`src/rtl/alu_arbiter.sv`:
```
// Round-robin arbiter time-sharing one combinational ALU between N_REQ requesters.
// Operands and results are registered; each operation takes the path IDLE -> EXEC -> DONE.
module alu_arbiter #(
    parameter int N_REQ  = 2,
    parameter int DATA_W = 32,
    parameter int CTL_W  = 4
) (
    input  logic                    clk,
    input  logic                    rst,
    input  logic [N_REQ-1:0]        req_valid,
    output logic [N_REQ-1:0]        req_ready,
    input  logic [N_REQ*DATA_W-1:0] req_a,
    input  logic [N_REQ*DATA_W-1:0] req_b,
    input  logic [N_REQ*CTL_W-1:0]  req_ctl,
    output logic [N_REQ-1:0]        rsp_valid,
    input  logic [N_REQ-1:0]        rsp_ready,
    output logic [DATA_W-1:0]       rsp_data,
    output logic                    rsp_zero,
    output logic                    rsp_overflow,
    output logic [DATA_W-1:0]       alu_da,
    output logic [DATA_W-1:0]       alu_db,
    output logic [CTL_W-1:0]        alu_ctl,
    input  logic [DATA_W-1:0]       alu_dc,
    input  logic                    alu_zero,
    input  logic                    alu_overflow,
    output logic                    busy
);
    localparam int IW = (N_REQ > 1) ? $clog2(N_REQ) : 1;

    typedef enum logic [1:0] {IDLE, EXEC, DONE} state_t;

    state_t            state;
    logic [IW-1:0]     rr_ptr;
    logic [IW-1:0]     owner;
    logic [IW-1:0]     grant;
    logic              found;
    logic [DATA_W-1:0] op_a;
    logic [DATA_W-1:0] op_b;
    logic [CTL_W-1:0]  op_ctl;
    logic [DATA_W-1:0] res;
    logic              res_zero;
    logic              res_ovf;

    // Scan starting at rr_ptr so the last-served requester goes to the back.
    always_comb begin
        grant = '0;
        found = 1'b0;
        for (int k = 0; k < N_REQ; k++) begin
            if (!found && req_valid[(int'(rr_ptr) + k) % N_REQ]) begin
                found = 1'b1;
                grant = IW'((int'(rr_ptr) + k) % N_REQ);
            end
        end
    end

    always_comb begin
        req_ready = '0;
        if (state == IDLE && found) begin
            req_ready[grant] = 1'b1;
        end
    end

    always_comb begin
        rsp_valid = '0;
        if (state == DONE) begin
            rsp_valid[owner] = 1'b1;
        end
    end

    always_ff @(posedge clk or posedge rst) begin
        if (rst) begin
            state    <= IDLE;
            rr_ptr   <= '0;
            owner    <= '0;
            op_a     <= '0;
            op_b     <= '0;
            op_ctl   <= '0;
            res      <= '0;
            res_zero <= 1'b0;
            res_ovf  <= 1'b0;
        end else begin
            unique case (state)
                IDLE: begin
                    if (found) begin
                        op_a   <= req_a[grant*DATA_W +: DATA_W];
                        op_b   <= req_b[grant*DATA_W +: DATA_W];
                        op_ctl <= req_ctl[grant*CTL_W +: CTL_W];
                        owner  <= grant;
                        state  <= EXEC;
                    end
                end
                EXEC: begin
                    res      <= alu_dc;
                    res_zero <= alu_zero;
                    res_ovf  <= alu_overflow;
                    state    <= DONE;
                end
                DONE: begin
                    if (rsp_ready[owner]) begin
                        rr_ptr <= (owner == IW'(N_REQ - 1)) ? '0 : owner + 1'b1;
                        state  <= IDLE;
                    end
                end
                default: state <= IDLE;
            endcase
        end
    end

    assign alu_da       = op_a;
    assign alu_db       = op_b;
    assign alu_ctl      = op_ctl;
    assign rsp_data     = res;
    assign rsp_zero     = res_zero;
    assign rsp_overflow = res_ovf;
    assign busy         = (state != IDLE);

endmodule
```
`config.mk`:
```
export PLATFORM = sky130hd
export DESIGN_NAME = alu_arbiter
export DESIGN_NICKNAME = d
export VERILOG_FILES = /design/src/rtl/alu_arbiter.sv
export SDC_FILE = /design/constraint.sdc
export NUM_CORES = 1
export LEC_CHECK = 0
export CORE_MARGIN = 3
export CORE_UTILIZATION = 40
export CTS_CLUSTER_DIAMETER = 150
export DETAILED_ROUTE_END_ITERATION = 7
export GPL_ROUTABILITY_DRIVEN = 0
export PLACE_DENSITY = 0.95
export SLEW_MARGIN = 20
export SYNTH_ARGS = -nofsm -noshare
export SYNTH_HDL_FRONTEND = slang
export SYNTH_SLANG_ARGS = --single-unit
```
`constraint.sdc`:
```
create_clock -name clk -period 11.2 [get_ports clk]
set_clock_uncertainty 0.05 [all_clocks]
set_input_delay 2.24 -clock clk [delete_from_list [all_inputs] [get_ports clk]]
set_output_delay 2.24 -clock clk [all_outputs]
set_load 0.005 [all_outputs]
```
* Word level (Yosys, flattened, before mapping)
Cells that the tools add are included.
Storage, ports and cells: register bits 106, output and inout port bits 107, logic and storage cells 56
Cells by class: $add $sub $neg 2, $lt $le $gt $ge 6, eq/ne operators 4, shift operators 3, muxes and demuxes 21, bitwise operators 1, reductions and logical operators 10
Operators with widths (number):
- 64-bit by 7-bit indexed part select with 32-bit output | 2
- 1-bit two-way mux | 14
- 2-bit two-way mux | 4
- 8-bit by 4-bit indexed part select with 4-bit output | 1
- 1-bit by 2-bit less-than comparator with 1-bit output (second input constant) | 3
- 2-bit case mux with 3 select lines | 1
- 2-bit AND reduction | 3
- 1-bit logical AND | 4
- 2-bit by 3-bit less-than comparator with 1-bit output (second input constant) | 1
- 1-bit adder (second input constant) | 2
- 1-bit demux with 1-bit select | 2
- 2-bit by 1-bit == test with 1-bit output (second input constant) | 1
- 2-bit == test (second input constant) | 1
- 1-bit >= comparator (second input constant) | 2
- 2-bit zero test | 1
- 2-bit by 1-bit != test with 1-bit output (second input constant) | 1
- 2-bit != test (second input constant) | 1
- 2-bit nonzero test | 1
- 1-bit bitwise AND (first input constant) | 1
- 1-bit zero test | 1

* Logic depth before layout (Yosys ltp)
depth in word-level cells 12, depth in mapped cells 6, mapped depth without buffers 4

* Worst setup path after synthesis
OpenSTA, ideal clock, no wires.
kind in2out, start input port req_valid[1], end output port req_ready[0], data arrival time 2718 ps, slack 6192 ps, cell stages on the path 4, buffers on the path 2, path through nand2_1 -> and3_1 -> buf_6 -> buf_2
Between the ends: longest elaborated chain between the ends 11
RTL lines:
- start: declaration | RTL line 10 | input logic [N_REQ-1:0] req_valid,
- 1-bit two-way mux (not written as such) (2 in series) | RTL line 49 | if (!found && req_valid[(int'(rr_ptr) + k) % N_REQ]) begin
- 1-bit two-way mux | RTL line 49
- 1-bit zero test | RTL line 49
- 1-bit logical AND | RTL line 49
- 1-bit two-way mux | RTL line 49
- 1-bit by 2-bit less-than comparator with 1-bit output (not written as such) or 1-bit >= comparator (tied branches) | RTL line 59 | req_ready[grant] = 1'b1;
- 1-bit logical AND (not written as such) | RTL line 59
- 1-bit two-way mux (not written as such) | RTL line 59
- 1-bit demux with 1-bit select | RTL line 59
- 2-bit two-way mux (*) | RTL line 58 | if (state == IDLE && found) begin
- end: declaration | RTL line 11 | output logic [N_REQ-1:0] req_ready,
Every way passes the cells marked *; elsewhere a longest branch is shown, timed or not. The select of a mux whose other input is x is not followed.

* Final worst setup path
Same ends and word-level chain as after synthesis.

==> summary.md <==
| Metric | Value |
|---|---|
| Rows | 38 |
| DRC | 0 |
| FMAX | 170 MHz |
| GRT overflow | 0 |
| Multiplexer share of the synthesized area | 8.40% |
| R2R cell count | 4 |
| Area share of and/or/nand/nor cells after synthesis | 1.54% |
| Status | finished, final reports clean |
| P_sw | 609 uW |
| Sequential share of the synthesized area | 58.2% |
| Synthesized Nets | 509 |
| Initial antenna violation count | 0 |
| Sequential share of power | 34.1% |
| Busiest grt layer | met2 |
| Gate power share | 49.3% |
| Critical path depth | 4 |
| Synth cell types | 19 |
| Primary FF master, synth | dfrtp_1 |
| Worst hold path type | reg2reg |
| Int Power | 1400 uW |
| CP cell instances | clkdlybuf4s50_1 > nand2_1 > and3_2 > clkdlybuf4s50_1 |
| Root Buffer | clkbuf_16 |
| Ys async rst share | 100% |
| Clk sinks | 106 |
| Least-Margin Pin Slew | 0.783 ns |
| Starting DRT DRC Count | 242 |
| Post-CTS Repair Setup Buffers | 0 |
| Max-cap violations | 0 |
| Largest net degree at the start of global routing | 72 |
| Top cells by area, synth | dfrtp_1 58%, a221o_1 15%, o21a_1 11% |
| CP peak stage delay | 0.54 ns |
| Die ar. | 12700 um2 |
| CP Data Required Time | 8.91 ns |
| Syn Area/Cell | 13.7 um2 |
| Final Slew Violations | 0 |
| CP bufs+invs | 2 |
| Crit. End Element | primary output |
| Met1 Usage GRT | 29.1% |
| Net Sw Frac | 30.3% |
| First-pass GRT wire length | 23.8 mm |
| Yosys warns | 0 |
| Most frequent cell after synthesis | dfrtp_1 |
| Setup TNS | 0 ns |
| Area grow syn2layout | 69.1% |
| Post-Synthesis Cells | 333 |
| Met2 Resource Use GR | 39.5% |
| #FFs+latches synth | 106 |
| Core area | 11000 um2 |
| Hold Buf Count CTS | 0 |
| Routed via count | 4093 |
| Global routing met3 resource utilization | 5.61% |
| Area share of xor/xnor cells in the synthesized design | 0% |
| CTS tree | built |
| Die X | 113 um |
| Post-synth top cells | 106 x dfrtp_1, 68 x a221o_1, 68 x o21a_1 |
| Worst VDD drop | 0.127 mV |
| CTS clk-pin slew, worst paths | 0.07 ns |
| Clock power share | 16.6% |
| Crit path time final | 5.87 ns |
| Max Buffers Root-to-Sink | 2 |
| Critical path arrival | 3.58 ns |
| 1st-pass router iterations | 4 |
| Crit-path leading delay family | buffers and inverters |
| Post-synthesis adder-cell area fraction | 0% |
| Final net count | 773 |
| Post-DR wirelength/cell | 20.1 um |
| RSZ-0062 raised after global routing | false |
| PnR worst setup slack | 5.33 ns |
| Pwr per Cell Area | 261 nW/um2 |
| HP Start | rsp_data[15] |
| Largest area contributor in the netlist | dfrtp_1 |
| Final hold vios | 0 |
| CTS resizes | 0 |
| Initial Utilization | 41.5% |
| Crit path kind | in2out |
| CTS H-tree depth | 3 |
| Worst slack, placed | 5.32 ns |
| P_leak | 0.00314 uW |
| Number of flops mapped to enable cells by yosys | 0 |
| Most used cell, CP | clkdlybuf4s50_1 |
| TritonCTS buffer count | 9 |
| I/O Pins | 283 |
| # setup viols final | 0 |
| Hold path depth | 1 |
| Post-synthesis cell area | 4560 um2 |
| Startpoint types | primary input |
| DRT antenna net count | 0 |
| Number of global-route vias before repair | 4334 |
| Share of layout cells above drive strength 1 | 9.97% |
| N_diodes | 0 |
| Post-Route WL | 14.9 mm |
| Top-area cell type share of the netlist area | 58.2% |
| Reg2reg start | state[0] |
| Largest family of logic cells by synthesized area | compound AO/OA/AOI/OAI gates |
| Worst Setup SP | req_valid[1] |
| WHS | 0.456 ns |
| Post-synthesis compound-gate area fraction | 26.8% |
| Die height | 113 um |
| Post-DP HPWL | 10.9 mm |
| Tcrit/Tclk final | 52.4% |
| Finished Core Util | 70.2% |
| IO buf count | 282 |
| Later-pin clock latency in the skew report | 0.32 ns |
| Worst slew margin | 47.8% |
| Crit Path Max Fanout | 3 |
| Vias/cell | 5.52 |
| Crit-path slowest cell | clkdlybuf4s50_1 |
| GR Util All Layers | 23.3% |
-- worst reg2reg max path, stage by stage, from the launching register on --
cell and delay, ns:
dfrtp_1 0.41, nor2_2 0.20, and3_2 0.23, buf_4 0.61
a221o_1 0.34
-- layer usage --
metal  vias to the layer above  wire length (um)  part of all wire, %
met2                       241              7430                   50
met4                         0               370                  2.5
met3                        27              1320                  8.9
li1                       1819                 -                    -
met5                         -                 0                    0
met1                      2006              5790                   39
-- flip-flops by register name, indices dropped and copies added, names as in the netlist --
signal,count
alu_da,32
rsp_overflow,1
owner,1
rsp_data,32
rsp_zero,1
rr_ptr,1
state,2
alu_db,32
alu_ctl,4
-- layout make-up --
class | instances | area [um2]
Tap cell | 140 | 175
Inverter | 4 | 20.0
Clock inverter | 6 | 90.1
Clock buffer | 10 | 229
Sequential cell | 106 | 2650
Fill cell | 736 | 3270
Multi-Input combinational cell | 189 | 1690
Timing Repair Buffer | 287 | 2860
-- worst paths after layout --
kind | slack, ns | to
min in group asynchronous | 2.29 | alu_db[23]
worst min register to register | 0.46 | rsp_data[15]
worst max register to register | 9.30 | alu_da[19]
max in group asynchronous | 7.62 | alu_da[22]
worst min-delay path | 0.46 | rsp_data[15]
worst max-delay path | 5.33 | req_ready[0]
-- cells in the final DEF (no fill, tap or decap) --
master,netlist,routed
bufinv_16,0,2
clkdlybuf4s50_1,0,282
and3_1,3,1
a21oi_1,1,1
buf_4,1,5
clkbuf_16,0,9
nand2b_1,3,3
a221o_1,68,68
clkinvlp_4,0,1
inv_6,0,1
nand2_1,1,1
clkinv_2,0,1
and3_2,0,2
dfrtp_1,106,106
inv_4,0,2
a31oi_1,1,1
mux2_2,34,34
o21a_1,68,68
inv_1,3,2
nor2_1,4,3
nor2_4,0,1
clkinv_4,0,1
o21ai_0,4,4
or2b_1,1,1
nor2_2,1,1
clkbuf_1,14,1
-- cell families (layout without fill, tap and decap cells) --
family | count (synthesis) | after routing
AO/OA/AOI/OAI | 142 | 142
flip-flops | 106 | 106
buffers and inverters | 38 | 307
multiplexers | 34 | 34
AND/OR/NAND/NOR | 13 | 13
-- through the flow --
stage | power (uW) | area, um2 | cells
final | 2010 | 7710 | 742
after global routing | 2140 | 7710 | 742
after CTS | 2030 | 7710 | 742
after detailed placement | 1690 | 7390 | 726
after global placement | 1640 | 7390 | 726
after floorplan | 1150 | 4560 | 333
-- power by group through the flow --
stage          combinational, uW  sequential (uW)  clock (uW)
2_1_floorplan                463              690           0
3_3_place_gp                 968              675           0
3_5_place_dp                 999              691           0
4_1_cts                     1000              686         343
5_1_grt                     1070              713         357
6_report                     992              686         334
No activity file was read; power rests on OpenSTA's default activity.
